## config.mk

```make
export PLATFORM = sky130hd
export DESIGN_NAME = power_off_sequencer
export DESIGN_NICKNAME = d
export VERILOG_FILES = /design/src/rtl/car_pkg.sv /design/src/rtl/btn_debounce_tick.sv /design/src/rtl/power_off_sequencer.sv
export SDC_FILE = /design/constraint.sdc
export NUM_CORES = 1
export LEC_CHECK = 0
export ABC_AREA = 0
export BUFFER_PORTS_ARGS = -buffer_cell sky130_fd_sc_hd__buf_2
export CORE_MARGIN = 2
export CORE_UTILIZATION = 63
export CTS_CLUSTER_DIAMETER = 60
export DETAILED_ROUTE_END_ITERATION = 7
export GPL_TIMING_DRIVEN = 0
export PLACE_DENSITY = 0.8
export SETUP_SLACK_MARGIN = 0.05
export SLEW_MARGIN = 20
export SYNTH_ARGS = -nofsm -noshare
export SYNTH_HDL_FRONTEND = slang
export SYNTH_SLANG_ARGS = --single-unit
```

## constraint.sdc

```tcl
create_clock -name sys_clk -period 3.5 [get_ports sys_clk]
set_input_delay 0.525 -clock sys_clk [delete_from_list [all_inputs] [get_ports sys_clk]]
set_output_delay 0.525 -clock sys_clk [all_outputs]
set_load 0.03 [all_outputs]
```

## src/rtl/car_pkg.sv

```systemverilog
// Shared types and constants for the car power/mode control blocks.
// State encoding, shutdown cause codes and the 1 ms tick length.
package car_pkg;

    typedef enum logic [1:0] {
        ST_OFF,
        ST_RUN,
        ST_WARN,
        ST_SHUTDOWN
    } state_t;

    localparam logic [1:0] CAUSE_NONE   = 2'b00;
    localparam logic [1:0] CAUSE_BTN    = 2'b01;
    localparam logic [1:0] CAUSE_IDLE   = 2'b10;
    localparam logic [1:0] CAUSE_FORCED = 2'b11;

    localparam int TICK_1MS_CYCLES = 100_000;

endpackage

```

## src/rtl/btn_debounce_tick.sv

```systemverilog
// Power-off button: 2-flop synchronizer, tick-based debounce, single event.
// The event fires once per press; holding keeps the counter saturated.
module btn_debounce_tick #(
    parameter int DEBOUNCE_MS = 10
) (
    input  logic sys_clk,
    input  logic rst_n,
    input  logic tick,
    input  logic power_off_btn,
    output logic btn_evt
);

    localparam int CW = $clog2(DEBOUNCE_MS) + 1;
    localparam logic [CW-1:0] CNT_MAX = CW'(DEBOUNCE_MS);

    logic          sync1;
    logic          sync2;
    logic [CW-1:0] cnt;

    always_ff @(posedge sys_clk or negedge rst_n) begin
        if (!rst_n) begin
            sync1 <= 1'b0;
            sync2 <= 1'b0;
            cnt   <= '0;
        end else begin
            sync1 <= power_off_btn;
            sync2 <= sync1;
            if (!sync2) begin
                cnt <= '0;
            end else if (tick && cnt != CNT_MAX) begin
                cnt <= cnt + 1'b1;
            end
        end
    end

    // High on the tick that brings the count to its limit.
    assign btn_evt = tick && sync2 && (cnt == CNT_MAX - 1'b1);

endmodule

```

## src/rtl/power_off_sequencer.sv

```systemverilog
// Shutdown sequencer: button, idle timeout with blinking warning, forced off.
// Gates the mode enables via engine_en and reports the last shutdown cause.
module power_off_sequencer
    import car_pkg::*;
#(
    parameter int TICK_CYCLES = TICK_1MS_CYCLES,
    parameter int DEBOUNCE_MS = 10,
    parameter int IDLE_MS     = 10_000,
    parameter int WARN_MS     = 3_000,
    parameter int BLINK_MS    = 250
) (
    input  logic       sys_clk,
    input  logic       rst_n,
    input  logic       engine_on,
    input  logic       power_off_btn,
    input  logic       activity,
    output logic       engine_en,
    output logic       shutdown_req,
    output logic [1:0] shutdown_cause,
    output logic       warn_led
);

    localparam int PW = $clog2(TICK_CYCLES) + 1;
    localparam int IW = $clog2(IDLE_MS) + 1;
    localparam int BW = $clog2(BLINK_MS) + 1;

    localparam logic [PW-1:0] TICK_LAST  = PW'(TICK_CYCLES - 1);
    localparam logic [IW-1:0] IDLE_MAX   = IW'(IDLE_MS);
    localparam logic [IW-1:0] WARN_AT    = IW'(IDLE_MS - WARN_MS);
    localparam logic [BW-1:0] BLINK_LAST = BW'(BLINK_MS - 1);

    state_t        state;
    logic [PW-1:0] pcnt;
    logic          tick;
    logic [IW-1:0] idle;
    logic [IW-1:0] idle_next;
    logic [BW-1:0] blink;
    logic          btn_evt;
    logic          down;
    logic [1:0]    cause_next;

    btn_debounce_tick #(
        .DEBOUNCE_MS(DEBOUNCE_MS)
    ) u_btn (
        .sys_clk      (sys_clk),
        .rst_n        (rst_n),
        .tick         (tick),
        .power_off_btn(power_off_btn),
        .btn_evt      (btn_evt)
    );

    assign tick = (pcnt == TICK_LAST);

    always_ff @(posedge sys_clk or negedge rst_n) begin
        if (!rst_n) begin
            pcnt <= '0;
        end else begin
            pcnt <= tick ? '0 : pcnt + 1'b1;
        end
    end

    always_comb begin
        idle_next = idle;
        if (tick && idle != IDLE_MAX) begin
            idle_next = idle + 1'b1;
        end
    end

    // Shutdown decision: forced beats button beats idle beats activity.
    always_comb begin
        down       = 1'b0;
        cause_next = shutdown_cause;
        if (state == ST_RUN || state == ST_WARN) begin
            if (!engine_on) begin
                down       = 1'b1;
                cause_next = CAUSE_FORCED;
            end else if (btn_evt) begin
                down       = 1'b1;
                cause_next = CAUSE_BTN;
            end else if (state == ST_WARN && tick && idle_next == IDLE_MAX) begin
                down       = 1'b1;
                cause_next = CAUSE_IDLE;
            end
        end
    end

    always_ff @(posedge sys_clk or negedge rst_n) begin
        if (!rst_n) begin
            state          <= ST_OFF;
            engine_en      <= 1'b0;
            shutdown_req   <= 1'b0;
            shutdown_cause <= CAUSE_NONE;
            warn_led       <= 1'b0;
            idle           <= '0;
            blink          <= '0;
        end else begin
            shutdown_req <= 1'b0;
            if (down) begin
                state          <= ST_SHUTDOWN;
                shutdown_req   <= 1'b1;
                shutdown_cause <= cause_next;
                engine_en      <= 1'b0;
                warn_led       <= 1'b0;
                idle           <= '0;
            end else begin
                unique case (state)
                    ST_OFF: begin
                        idle  <= '0;
                        blink <= '0;
                        if (engine_on) begin
                            state          <= ST_RUN;
                            engine_en      <= 1'b1;
                            shutdown_cause <= CAUSE_NONE;
                        end
                    end
                    ST_RUN: begin
                        if (activity) begin
                            idle <= '0;
                        end else if (tick && idle_next == WARN_AT) begin
                            state    <= ST_WARN;
                            warn_led <= 1'b1;
                            blink    <= '0;
                            idle     <= idle_next;
                        end else begin
                            idle <= idle_next;
                        end
                    end
                    ST_WARN: begin
                        if (activity) begin
                            state    <= ST_RUN;
                            warn_led <= 1'b0;
                            idle     <= '0;
                        end else begin
                            idle <= idle_next;
                            if (tick) begin
                                if (blink == BLINK_LAST) begin
                                    blink    <= '0;
                                    warn_led <= ~warn_led;
                                end else begin
                                    blink <= blink + 1'b1;
                                end
                            end
                        end
                    end
                    ST_SHUTDOWN: begin
                        if (!engine_on) begin
                            state <= ST_OFF;
                        end
                    end
                    default: state <= ST_OFF;
                endcase
            end
        end
    end

endmodule

```

# Word-level counts from Yosys, hierarchy flattened
# Index checks and enable logic that the tools add are counted.
[word_totals]
ff_bits = 56
output_inout_bits = 5
wordCells = 103
[op_classes]
addsub = 4
n_eq_ne = 24
muxes = 42
bitwise_logic = 2
reduce_logical = 20
[op_table]
columns = ["op", "count"]
rows = [
  ["$mux 15", 3],
  ["$mux 9", 5],
  ["$pmux 15 s2", 1],
  ["$pmux 9 s3", 1],
  ["$mux 2", 13],
  ["$add 18x1->18 const B", 1],
  ["$eq 18x17->1 const B", 1],
  ["$mux 18", 1],
  ["$add 15x1->15 const B", 1],
  ["$eq 15x13->1 const B", 1],
  ["$eq 15x14->1 const B", 1],
  ["$ne 15x14->1 const B", 1],
  ["$mux 1", 14],
  ["$ne 3x3->1 const B", 4],
  ["$mux 5", 2],
  ["$reduce_and 5->1", 2],
  ["$add 9x1->9 const B", 1],
  ["$eq 9x8->1 const B", 1],
  ["$reduce_bool 3->1", 3],
  ["$ne 2x2->1 const B", 4],
  ["$ne 4x3->1 const B", 2],
  ["$pmux 2 s4", 1],
  ["$logic_and 1x1->1", 7],
  ["$reduce_and 6->1", 1],
  ["other kinds (16)", 20],
]

# Logic depth before layout (Yosys ltp)
# Gate-level depths: netlist (run 1).
[logic_depth]
ltp_word = 11
depth_mapped = 12

# Modules after synthesis
# A second synthesis (run 1) with hierarchy kept.
[hier_totals]
cells_unflattened = 366
area_unflattened_um2 = 3599.7
[by_module_without_submodules]
columns = ["module", "instances", "cells_each", "area_each_um2"]
rows = [
  ["power_off_sequencer", 1, 334, 3234.4],
  ["btn_debounce_tick", 1, 32, 365.4],
]

# Least setup slack after synthesis (run 1)
# Ideal clock, no wire load.
[synth_path]
path_type = "reg2reg"
start = "register idle[0]"
end = "register idle[2]"
t_arrival_ns = 2.995
t_required_ns = 3.379
path_slack_ns = 0.384
path_stages_with_launch = 11
path_buffers = 1
synth_period_minus_slack_ns = 3.116
path_cell_list = "dfrtp_1 -> ha_1 -> and3_1 -> or4_1 -> a2111oi_0 -> a31oi_1 -> nor4b_1 -> a21oi_2 -> and2_0 -> clkbuf_1 -> a22o_1"
[synth_via]
elab_chain_len = 10
word_cells_on_any_way = 14
classes_between = "1 x add/sub; 2 x eq/ne; 8 x mux; 3 x reduce/logical"
[synth_lines]
columns = ["element", "line", "text"]
rows = [
  ["from (decl)", "power_off_sequencer.sv:35", "logic [IW-1:0] idle;"],
  ["from (signal assigned)", "power_off_sequencer.sv:123", "idle <= idle_next;"],
  ["from (signal assigned)", "power_off_sequencer.sv:125", "idle <= idle_next;"],
  ["from (signal assigned)", "power_off_sequencer.sv:134", "idle <= idle_next;"],
  ["branches (longest 2 deep; another with $add 15x1->15)", "n/a", ""],
  ["$mux 15 *", "power_off_sequencer.sv:64", "if (tick && idle != IDLE_MAX) begin"],
  ["$eq 15x14->1", "power_off_sequencer.sv:80", "end else if (state == ST_WARN && tick && idle_next == IDLE_MAX) begin"],
  ["$logic_and 1x1->1", "power_off_sequencer.sv:80", ""],
  ["$mux 1", "power_off_sequencer.sv:80", ""],
  ["$mux 1", "power_off_sequencer.sv:77", "end else if (btn_evt) begin"],
  ["$mux 1", "power_off_sequencer.sv:74", "if (!engine_on) begin"],
  ["$mux 1", "power_off_sequencer.sv:73", "if (state == ST_RUN || state == ST_WARN) begin"],
  ["$reduce_bool 3->1 (no line) or $mux 15 (tied branches)", "n/a", ""],
]
# Every way passes the cells marked *.
# A chain may end at the register's enable or synchronous reset.

# Final worst setup path (run 1)
[layout_path]
start = "register pcnt[14]"
end = "register blink[6]"
[layout_via]
elab_chain_len = 11
word_cells_on_any_way = 18
classes_between = "5 x eq/ne; 5 x mux; 1 x bitwise; 7 x reduce/logical"
[layout_lines]
columns = ["element", "line", "text"]
rows = [
  ["from (decl)", "power_off_sequencer.sv:33", "logic [PW-1:0] pcnt;"],
  ["from (signal assigned)", "power_off_sequencer.sv:58", "pcnt <= tick ? '0 : pcnt + 1'b1;"],
  ["$eq 18x17->1 *", "power_off_sequencer.sv:52", "assign tick = (pcnt == TICK_LAST);"],
  ["$logic_and 1x1->1", "power_off_sequencer.sv:64", ""],
  ["$mux 15", "power_off_sequencer.sv:64", ""],
  ["$eq 15x14->1", "power_off_sequencer.sv:80", ""],
  ["$logic_and 1x1->1", "power_off_sequencer.sv:80", ""],
  ["$mux 1", "power_off_sequencer.sv:80", ""],
  ["$mux 1", "power_off_sequencer.sv:77", ""],
  ["$mux 1", "power_off_sequencer.sv:74", ""],
  ["$mux 1", "power_off_sequencer.sv:73", ""],
  ["$not 1->1 (no line)", "n/a", ""],
  ["$reduce_and 6->1 (no line) *", "n/a", ""],
  ["to (signal assigned)", "power_off_sequencer.sv:140", "blink <= blink + 1'b1;"],
  ["to (decl)", "power_off_sequencer.sv:37", "logic [BW-1:0] blink;"],
]
# Mark *: on every way between the ends. The rest lies on a longest branch, timed or not.

==> results.md, run 1 <==
* RSZ-0062 raised after global routing: true
* Die ar. at 6460 sq um
* Cell count after synthesis at 408
* Final setup TNS at 0 ns
* Clock share of power at 0.226
* Clock slew at reported path FFs at 0.10 ns
* GRT busiest layer: met2
* Highest Clock Rate at 0.297 GHz
* Fill cells at 415
* Synthesized flop and latch total at 56
* CP Launch Type: flip-flop
* Tmin final at 3.37 ns
* Post-Syn Area at 3670 sq um
* First drt pass iteration count at 5
* Psw at 0.657 mW
* M1 GR Usage at 0.375
* Final cell count without fillers at 511
* Crit path capture: blink[6]
* Core Region at 5570 sq um
* Leakage at 1.76 nW
* Worst hold-check path type: in2async
* Final setup violation count at 0
* Reg-to-reg startpoint: pcnt[14]
* Via count at 3382
* Internal at 1.07 mW
* Pin slew with the least headroom to its limit at 0.705 ns
* Ys flop type: dfrtp_1
* Global Route Usage Sum at 0.283
* Clock Skew at 0.00498 ns
* Final ANT Viol Nets at 0
* Synth-to-layout area growth at 12.3%
* CP Data Required Time at 3.74 ns
* Slew HR at 0.530
* Synthesized area per cell at 9.00 sq um
* Grt met2 use at 0.469
* Post-synth EDFFs at 0
* Pwr Density at 419 nW/um^2
* Clk buf depth at 2
* RePlAce Congestion at 0.970
* Clock sink count at 56
* Clock latency at the later pin of the worst-skew pair at 0.32 ns
* Vias per inst at 6.62
* DRT iter0 DRCs at 275
* Final hold violation count at 0
* Site row count at 27
* Place WS at -0.199 ns
* Total congestion overflow at 0
* Diode count at 0
* Seq pwr share at 0.421
* Initial Utilization at 0.659
* Reg2reg end: blink[6]
* Post-detailed-placement half-perimeter wirelength at 5970 um
* Number of max-cap violations at 0
* Design Area, Final at 4120 sq um
* Grt met3 use at 0.0461
* CTS hold repair buffers at 0
* Critical path origin: pcnt[14]
* Cell variety after synth at 65
* Post-route DRC violation count at 0
* Fin. max-slew vios at 0
* Boundary Pins at 10
* YS warnings at 0
* Post-DR wirelength/cell at 17.2 um
* H-tree Lvls at 2
* Total wire length at 8810 um
* CP max FO at 8
* Crit Path Category: reg2reg
* Vias in the first global route at 3101
* Die Span Y at 80.4 um
* Sequential share of the synthesized area at 0.381
* CTS Root Cell: clkbuf_8
* Initial antenna violation count at 0
* Port buffer count at 9
* Placement Cell Area at 3810 sq um
* Ys async rst share at 1.00
* CTS tree: yes
* Final setup margin at 0.128 ns
* Num CTS Buffers at 5
* Fin nets at 456
* Setup crit end kind: flip-flop
* Crit share post-route at 0.963
* Global-route wire length before repair at 14400 um
* Combinational share of power at 0.354
* Largest net degree at the start of global routing at 57
* Dpl cells at 489
* Chip width at 80.4 um
* Worst r2r path cells at 11
* Peak supply drop at 325 uV
* Sw frac at 0.380
* Reg2Reg Setup Slack at 0.13 ns
* CP arrival at 3.61 ns
* Fraction of layout cells with a size suffix above 1 at 0.175
* Status: complete, no violations
* Syn nets at 426
==> cells by family (layout without fill, tap and decap cells) <==
logic type      count (synthesis)  after routing  share of synthesized area
mux                             3              3                    0.00851
compound gates                 87             87                      0.165
xor+xnor                       24             24                     0.0572
simple gates                  189            189                      0.290
flops                          56             56                      0.381
fa+ha+maj                      13             13                     0.0443
buf+inv                        36             67                     0.0538
==> cells in the mapped netlist (all sizes together) (7+ instances only) <==
master	instances	area (sq um)
and2	8	51.3
nand2	37	139
nand3	24	120
o31ai	12	90.1
clkbuf	11	62.6
nand4	19	119
o21ai	19	95.1
and3	9	58.8
xor2	8	70.1
ha	13	163
a21oi	15	82.6
nor3	9	55.1
a31oi	7	43.8
buf	8	65.1
nor2	38	143
xnor2	16	140
and4	7	61.3
dfrtp	56	1400
nor4	10	92.6
inv	16	60.1
==> layout make-up <==
class	instances	area, sq um	share of cell area
buffer	20	143	0.0346
sequential	56	1400	0.340
inverter	16	60.1	0.0146
tap	72	90.1	0.0218
timing repair buffer	23	150	0.0364
multi-input combinational	316	2180	0.529
clock inverter	2	13.8	0.00334
clock buffer	6	82.6	0.0200
==> how the worst min path moves through the flow <==
stage / from / endpoint / slack [ns] / depth (start not counted)
after global routing: power_off_btn / u_btn.sync1 / 0.30 / 1
after floorplan: rst_n / blink[0] / 0.23 / 0
after global placement: u_btn.sync1 / u_btn.sync2 / 0.33 / 0
final: rst_n / u_btn.cnt[4] / 0.26 / 1
after detailed placement: u_btn.sync1 / u_btn.sync2 / 0.34 / 0
after CTS: rst_n / u_btn.cnt[0] / 0.27 / 1
==> critical path, stage by stage, from the launching register on <==
cell and delay, ns:
dfrtp_2 0.44, or4b_4 0.55, nor4_4 0.36, buf_6 0.17, buf_4 0.12, nand3_1 0.11
mux2_2 0.35, nor4_2 0.30, a21oi_2 0.11, or3_4 0.40, buf_8 0.15, o31ai_1 0.21
==> repair_timing <==
item / 4_1_cts / 5_1_grt
pin swaps: 5 / 9
buffers inserted: 5 / 8
gates resized for setup: 3 / 22
setup endpoints to repair: 15 / 30
cloned: 0 / 1
==> state kept, by name, summed over array words and instances (netlist names) <==
| register | count |
|---|---|
| pcnt | 18 |
| idle | 15 |
| blink | 9 |
| u_btn.cnt | 5 |
| shutdown_cause | 2 |
| state | 2 |
| engine_en | 1 |
| shutdown_req | 1 |
| u_btn.sync1 | 1 |
| u_btn.sync2 | 1 |
| warn_led | 1 |
==> cell usage in the layout (no fill, tap or decap), types with 3 or more instances in the layout <==
| cell | n |
|---|---|
| and2_1 | 6 |
| nand2_1 | 36 |
| o21ai_0 | 19 |
| xnor2_1 | 15 |
| nor4bb_1 | 3 |
| clkbuf_1 | 6 |
| ha_1 | 13 |
| o2bb2ai_1 | 3 |
| or3_1 | 4 |
| o21a_1 | 3 |
| buf_4 | 14 |
| xor2_1 | 8 |
| and3_1 | 7 |
| o31ai_1 | 9 |
| buf_6 | 3 |
| nor3_1 | 7 |
| a22o_1 | 5 |
| dfrtp_1 | 55 |
| nand4_1 | 19 |
| a21o_1 | 4 |
| clkbuf_8 | 8 |
| and4_1 | 7 |
| a21oi_1 | 13 |
| nand3_1 | 23 |
| nor2_1 | 36 |
| nand2b_1 | 6 |
| inv_1 | 15 |
| o31ai_2 | 3 |
| a31oi_1 | 7 |
| buf_2 | 13 |
| nor4_1 | 7 |
==> stage by stage <==
| step | utilization | hold slack [ns] | total power [mW] |
|---|---|---|---|
| 6_report | 0.740 | 0.255 | 1.73 |
| 5_1_grt | 0.740 | 0.303 | 1.82 |
| 4_1_cts | 0.711 | 0.274 | 1.70 |
| 3_5_place_dp | 0.684 | 0.337 | 1.32 |
| 3_3_place_gp | 0.683 | 0.332 | 1.30 |
| 2_1_floorplan | - | 0.229 | 1.16 |
==> metal layers <==
layer | share of wire | wire length, um | vias to the layer above
li1 | - | - | 1561
met1 | 0.44 | 3850 | 1638
met2 | 0.47 | 4150 | 151
met3 | 0.065 | 576 | 32
met4 | 0.027 | 238 | 0
met5 | 0 | 0 | -
==> power by group through the flow <==
stage          clock network (mW)  registers, mW  logic [mW]
2_1_floorplan                   0          0.783       0.379
3_3_place_gp                    0          0.739       0.561
3_5_place_dp                    0          0.740       0.578
4_1_cts                     0.388          0.727       0.581
5_1_grt                     0.418          0.735       0.667
6_report                    0.390          0.728       0.611
Note: power is estimated with default switching activity, not from simulation.
==> inputs of run 2 (changes only) <==
--- a/config.mk
+++ b/config.mk
@@ -8,11 +8,11 @@
 export ABC_AREA = 0
 export BUFFER_PORTS_ARGS = -buffer_cell sky130_fd_sc_hd__buf_2
 export CORE_MARGIN = 2
-export CORE_UTILIZATION = 63
+export CORE_UTILIZATION = 51
 export CTS_CLUSTER_DIAMETER = 60
 export DETAILED_ROUTE_END_ITERATION = 7
 export GPL_TIMING_DRIVEN = 0
-export PLACE_DENSITY = 0.8
+export PLACE_DENSITY = 0.67
 export SETUP_SLACK_MARGIN = 0.05
 export SLEW_MARGIN = 20
 export SYNTH_ARGS = -nofsm -noshare
==> run 2 against run 1 <==
  * Via count decreased by 5.3%
  * Critical path depth rose by 2
  * Cell area grew 0.21%
  * Setup slack gained 0.0022 ns
  * Die area up 22%
  * Global-route usage is 5.9 points lower
  * First-iteration DRC count fell by 33%
  * Largest power group unchanged
==> results.md, run 2 (synthesis results as in run 1) <==
* Fin. max-slew vios at 0 (unchanged)
* Synth-to-layout area growth at 12.5% (was 12.3%)
* Clock slew at reported path FFs at 0.11 ns (was 0.10 ns)
* Vias per inst at 5.96 (was 6.62)
* Worst r2r path cells at 13 (was 11)
* Post-DR wirelength/cell at 16.1 um (was 17.2 um)
* Clock Skew at 0.0107 ns (was 0.00498 ns)
* Post-detailed-placement half-perimeter wirelength at 5930 um (was 5970 um)
* Family with the most delay on the worst path: simple AND/OR/NAND/NOR gates (unchanged)
* Worst hold-check path type: in2async (unchanged)
* Pin slew with the least headroom to its limit at 0.726 ns (was 0.705 ns)
* Post-route DRC violation count at 0 (unchanged)
* Final setup violation count at 0 (unchanged)
* Initial Utilization at 0.535 (was 0.659)
* Wl on met1 at 4120 um (was 3850 um)
* Status: complete, no violations (unchanged)
* Max incr delay on CP at 0.57 ns (was 0.55 ns)
* Placement Cell Area at 3840 sq um (was 3810 sq um)
* First drt pass iteration count at 5 (unchanged)
* Clock latency at the later pin of the worst-skew pair at 0.32 ns (about the same)
* Fill cells at 621 (was 415)
* Largest registers: pcnt (18), idle (15), blink (9) (unchanged)
* Num CTS Buffers at 5 (unchanged)
* CP Launch Type: flip-flop (unchanged)
* Boundary Pins at 10 (unchanged)
* Slew HR at 0.516 (was 0.530)
* Vias in the first global route at 2994 (was 3101)
* Leakage at 1.74 nW (was 1.76 nW)
* Chip width at 88.9 um (was 80.4 um)
* Reg2reg end: idle[2] (was blink[6])
* Die Span Y at 88.9 um (was 80.4 um)
* Highest Clock Rate at 0.297 GHz (about the same)
* H-tree Lvls at 2 (unchanged)
* Most frequent CP cell: buf_4
* Max reg flops at 18 (unchanged)
* Crit share post-route at 0.963 (about the same)
* CP Data Required Time at 3.71 ns (was 3.74 ns)
* Post-layout util at 0.602 (was 0.740)
* DRT iter0 DRCs at 183 (was 275)
* Diode count at 0 (unchanged)
* Critical path origin: pcnt[13] (was pcnt[14])
* CP arrival at 3.58 ns (was 3.61 ns)
* Die ar. at 7900 sq um (was 6460 sq um)
* Fin nets at 458 (was 456)
* Most common cell after layout, fill and taps aside: dfrtp_1 (unchanged)
* Clock sink count at 56 (unchanged)
* Fraction of layout cells with a size suffix above 1 at 0.161 (was 0.175)
* Peak supply drop at 198 uV (was 325 uV)
* Clk buf depth at 2 (unchanged)
* CP max FO at 10 (was 8)
* Pwr Density at 424 nW/um^2 (was 419 nW/um^2)
* Crit path cell chain: or4b_4 -> nor4_4 -> buf_4 -> buf_4 -> buf_2 -> nand4_1 -> a211oi_1 -> nor4b_2 -> buf_4 -> a21oi_4 -> and2_0 -> clkbuf_1 -> a22o_1 (was or4b_4 -> nor4_4 -> buf_6 -> buf_4 -> nand3_1 -> mux2_2 -> nor4_2 -> a21oi_2 -> or3_4 -> buf_8 -> o31ai_1)
* Via count at 3203 (was 3382)
* CTS tree: yes (unchanged)
* RePlAce Congestion at 0.967 (was 0.970)
* Reg-to-reg startpoint: pcnt[13] (was pcnt[14])
* Biggest register: pcnt (unchanged)
* Crit path capture: idle[2] (was blink[6])
* Global-route wire length before repair at 14000 um (was 14400 um)
* Worst path depth at 13 (was 11)
* CTS Root Cell: clkbuf_8 (unchanged)
* CP max stage cell: or4b_4 (unchanged)
* Initial antenna violation count at 0 (unchanged)
* Final ANT Viol Nets at 0 (unchanged)
* Metal2 WL at 3900 um (was 4150 um)
* Setup crit end kind: flip-flop (unchanged)
* Total wire length at 8630 um (was 8810 um)
* Tmin final at 3.37 ns (about the same)
* Final hold violation count at 0 (unchanged)
* Global Route Usage Sum at 0.225 (was 0.283)
* Commonest non-fill, non-tap cells in the layout: 56 x dfrtp_1, 37 x nor2_1, 36 x nand2_1 (was 55 x dfrtp_1, 36 x nand2_1, 36 x nor2_1)
* Reg2Reg Setup Slack at 0.13 ns (about the same)
* Site row count at 30 (was 27)
* CP Buf/Inv Count at 5 (was 3)
* Total congestion overflow at 0 (unchanged)
* Number of max-cap violations at 0 (unchanged)
* Core Region at 6870 sq um (was 5570 sq um)
* Met3 routed WL at 480 um (was 576 um)
* Max Used Layer: met4 (unchanged)
* Largest net degree at the start of global routing at 57 (unchanged)
* Crit Path Category: reg2reg (unchanged)
* Port buffer count at 9 (unchanged)
* Design Area, Final at 4130 sq um (was 4120 sq um)
* RSZ-0062 raised after global routing: true (unchanged)
## run 2: area by class of cell
class                   instances  area, sq um  area share
multi-input cells             316         2140       0.517
flip-flops and latches         56         1400       0.339
repair buffers                 25          165      0.0400
plain buffers                  20          138      0.0333
well taps                      96          120      0.0291
clock buffers                   6         72.6      0.0176
inverters                      16         60.1      0.0145
clock inverters                 2         38.8     0.00939
## run 2: timing repair
action,in CTS,in global routing
setup endpoints to repair,16,28
buffers inserted,4,11
resized for setup,5,7
gates cloned,0,1
hold buffers,0,0
pin swaps,2,10
## run 2: how the worst min path moves through the flow
stage / startpoint / endpoint / slack (ns) / cells after the start
after floorplan: rst_n / blink[0] / 0.23 / 0
after global placement: u_btn.sync1 / u_btn.sync2 / 0.33 / 0
after detailed placement: u_btn.sync1 / u_btn.sync2 / 0.34 / 0
after CTS: rst_n / idle[11] / 0.29 / 1
after global routing: rst_n / u_btn.cnt[1] / 0.30 / 1
final: rst_n / idle[1] / 0.25 / 1
## run 2: worst reg2reg max path: cells and delay by family, from the launching register on
kind	cells	cell delay, ns
AND/OR/NAND/NOR	5	1.43
AO/OA/AOI/OAI	3	0.64
flip-flops	1	0.41
buffers and inverters	5	0.79
## run 2: metrics by stage
step                      power [mW]  TNS, ns  cells  hold slack, ns  setup slack [ns]
after global routing            1.85   -0.450    537           0.296           -0.0844
after floorplan                 1.16        0    408           0.229             0.384
final                           1.75        0    537           0.248             0.130
after global placement          1.31   -0.522    513           0.334            -0.133
after CTS                       1.75        0    525           0.289            0.0758
after detailed placement        1.31   -0.480    513           0.341            -0.126
## run 2: routing by layer
layer	vias to the layer above	GRT usage
met1	1523	0.320
met5	-	0
li1	1562	-
met3	14	0.0336
met2	104	0.352
met4	0	0.0716
## run 2: where the power goes
| group | total (mW) | switching (mW) | internal, mW | leakage (nW) |
|---|---|---|---|---|
| registers | 0.728 | 0.0382 | 0.689 | 0.746 |
| logic | 0.581 | 0.370 | 0.211 | 0.940 |
| clock network | 0.442 | 0.225 | 0.217 | 0.0558 |
==> inputs of run 3 (changes only) <==
--- a/config.mk
+++ b/config.mk
@@ -6,13 +6,13 @@
 export NUM_CORES = 1
 export LEC_CHECK = 0
 export ABC_AREA = 0
-export BUFFER_PORTS_ARGS = -buffer_cell sky130_fd_sc_hd__buf_2
 export CORE_MARGIN = 2
 export CORE_UTILIZATION = 51
 export CTS_CLUSTER_DIAMETER = 60
 export DETAILED_ROUTE_END_ITERATION = 7
+export DONT_BUFFER_PORTS = 1
 export GPL_TIMING_DRIVEN = 0
-export PLACE_DENSITY = 0.67
+export PLACE_DENSITY = 0.66
 export SETUP_SLACK_MARGIN = 0.05
 export SLEW_MARGIN = 20
 export SYNTH_ARGS = -nofsm -noshare
==> run 3 against run 2 <==
  * Non-clock buffer count shrank 9
  * Largest cell class unchanged
  * Setup slack lost 0.057 ns
  * Critical endpoint is now blink[6]
  * Count of clock-buffer cells in the layout shrank 1
  * Register-to-register slack lost 0.06 ns
  * Worst hold slack lost 0.19 ns
  * Sequential power grew 7.4%
==> results.md, run 3 (synthesis results as in run 1) <==
* Clk buf depth at 2 (unchanged)
* Placement Cell Area at 3790 sq um (was 3840 sq um)
* Worst r2r path cells at 11 (was 13)
* Post-layout util at 0.600 (was 0.602)
* Final setup margin at 0.0736 ns (was 0.130 ns)
* Final hold violation count at 0 (unchanged)
* Design Area, Final at 4120 sq um (was 4130 sq um)
* Chip width at 88.9 um (unchanged)
* Global-route wire length before repair at 14500 um (was 14000 um)
* Largest net degree at the start of global routing at 57 (unchanged)
* Slew HR at 0.643 (was 0.516)
* Num CTS Buffers at 5 (unchanged)
* H-tree Lvls at 2 (unchanged)
* Worst hold-check path type: in2async (unchanged)
* Status: complete, no violations (unchanged)
* Fill cells at 620 (was 621)
* Vias in the first global route at 3026 (was 2994)
* First drt pass iteration count at 5 (unchanged)
* Clock slew at reported path FFs at 0.11 ns (about the same)
* Total congestion overflow at 0 (unchanged)
* Fin. max-slew vios at 0 (unchanged)
* Tmin final at 3.43 ns (was 3.37 ns)
* Initial Utilization at 0.535 (unchanged)
* DRT iter0 DRCs at 244 (was 183)
* Area of the multi-input gates at 2170 sq um (was 2140 sq um)
* Core Region at 6870 sq um (unchanged)
* Number of max-cap violations at 0 (unchanged)
* CP Launch Type: flip-flop (unchanged)
* Initial antenna violation count at 0 (unchanged)
* Clock latency at the later pin of the worst-skew pair at 0.32 ns (about the same)
* Biggest register: pcnt (unchanged)
* Leakage at 1.71 nW (was 1.74 nW)
* Final ANT Viol Nets at 0 (unchanged)
* Die Span Y at 88.9 um (unchanged)
* RSZ-0062 raised after global routing: true (unchanged)
* Post-route DRC violation count at 0 (unchanged)
* Final setup violation count at 0 (unchanged)
* Reg area at 1400 sq um (unchanged)
* Vias per inst at 6.08 (was 5.96)
* Global Route Usage Sum at 0.235 (was 0.225)
* Largest registers: pcnt (18), idle (15), blink (9) (unchanged)
* Clock sink count at 56 (unchanged)
* Port buffer count at 0 (was 9)
* Site row count at 30 (unchanged)
* CTS tree: yes (unchanged)
* CP Data Required Time at 3.74 ns (was 3.71 ns)
* Commonest non-fill, non-tap cells in the layout: 56 x dfrtp_1, 37 x nor2_1, 36 x nand2_1 (unchanged)
* Crit Path Category: reg2reg (unchanged)
* Clock Skew at 0.0128 ns (was 0.0107 ns)
* Crit share post-route at 0.979 (was 0.963)
* Pin slew with the least headroom to its limit at 0.535 ns (was 0.726 ns)
* Max reg flops at 18 (unchanged)
* Setup crit end kind: flip-flop (unchanged)
* Fin nets at 449 (was 458)
* Place WS at -0.273 ns (was -0.126 ns)
* Peak supply drop at 159 uV (was 198 uV)
* Pwr Density at 411 nW/um^2 (was 424 nW/um^2)
* Diode count at 0 (unchanged)
* CP max FO at 8 (was 10)
* Highest Clock Rate at 0.292 GHz (was 0.297 GHz)
* Post-DR wirelength/cell at 16.9 um (was 16.1 um)
* Fraction of layout cells with a size suffix above 1 at 0.153 (was 0.161)
* Synth-to-layout area growth at 12.3% (was 12.5%)
* RePlAce Congestion at 0.953 (was 0.967)
* Post-detailed-placement half-perimeter wirelength at 6000 um (was 5930 um)
* CP arrival at 3.66 ns (was 3.58 ns)
* Most common cell after layout, fill and taps aside: dfrtp_1 (unchanged)
* Via count at 3208 (was 3203)
* CTS Root Cell: clkbuf_8 (unchanged)
* Boundary Pins at 10 (unchanged)
* Total wire length at 8930 um (was 8630 um)
* Die ar. at 7900 sq um (unchanged)
[run 3: changes by cell type in the layout (fill, tap and decap cells not counted), sizes merged]
cell / before / now
bufinv: 1 / 0
buf: 33 / 24
clkbuf: 17 / 16
clkinv: 0 / 1
clkinvlp: 0 / 1
[run 3: layout make-up]
cell class,instances,area share
plain buffers,20,0.0340
clock buffers,5,0.0167
clock inverters,3,0.00516
inverters,16,0.0146
multi-input cells,316,0.526
flip-flops and latches,56,0.340
well taps,96,0.0291
repair buffers,16,0.0343
[run 3: worst max-delay path, cell delays in order, from the launching register on]
cell and delay [ns]:
dfrtp_1 0.42, or4b_4 0.57, nor4_4 0.41, nand2_2 0.14, or4_4 0.46, nor4_4 0.27, buf_4 0.19, buf_6 0.12
a21oi_4 0.05, or3_1 0.33, buf_6 0.15, o31ai_1 0.23
[run 3: metrics by stage]
stage | setup TNS [ns] | power [mW] | std cells | hold WS [ns]
global route | -0.197 | 1.79 | 528 | 0.0709
finish | 0 | 1.69 | 528 | 0.0546
detailed placement | -2.53 | 1.28 | 504 | 0.231
CTS | 0 | 1.68 | 518 | 0.0649
floorplan | 0 | 1.16 | 408 | 0.229
global placement | -2.31 | 1.27 | 504 | 0.231
[run 3: layer usage]
metal	part of all wire	vias to the layer above	wire [um]	track usage
met4	0.018	0	157	0.0826
met5	0	-	0	0
met3	0.046	15	414	0.0336
li1	-	1540	-	-
met1	0.47	1574	4230	0.337
met2	0.46	79	4130	0.362
[run 3: power by group]
group	internal [mW]	total [mW]	switching [mW]	leakage [nW]
sequential	0.689	0.782	0.0931	0.746
combinational	0.213	0.539	0.326	0.922
clock	0.143	0.373	0.230	0.0445
[run 3: path summary, 6_finish.rpt]
check                                    from           to  slack, ns
worst min-delay path                    rst_n     idle[12]       0.05
worst max register to register       pcnt[13]     blink[6]       0.07
worst max-delay path                 pcnt[13]     blink[6]       0.07
min in group sys_clk            power_off_btn  u_btn.sync1       0.22
max in group asynchronous               rst_n     pcnt[17]       3.21
worst min register to register    u_btn.sync1  u_btn.sync2       0.36
[run 3: repair_timing]
action	4_1_cts	5_1_grt
endpoints found under the hold margin	56	0
setup endpoints to repair	27	27
resized for setup	3	19
buffers inserted	5	9
hold buffers	1	0
cloned	0	1
pin swaps	5	7
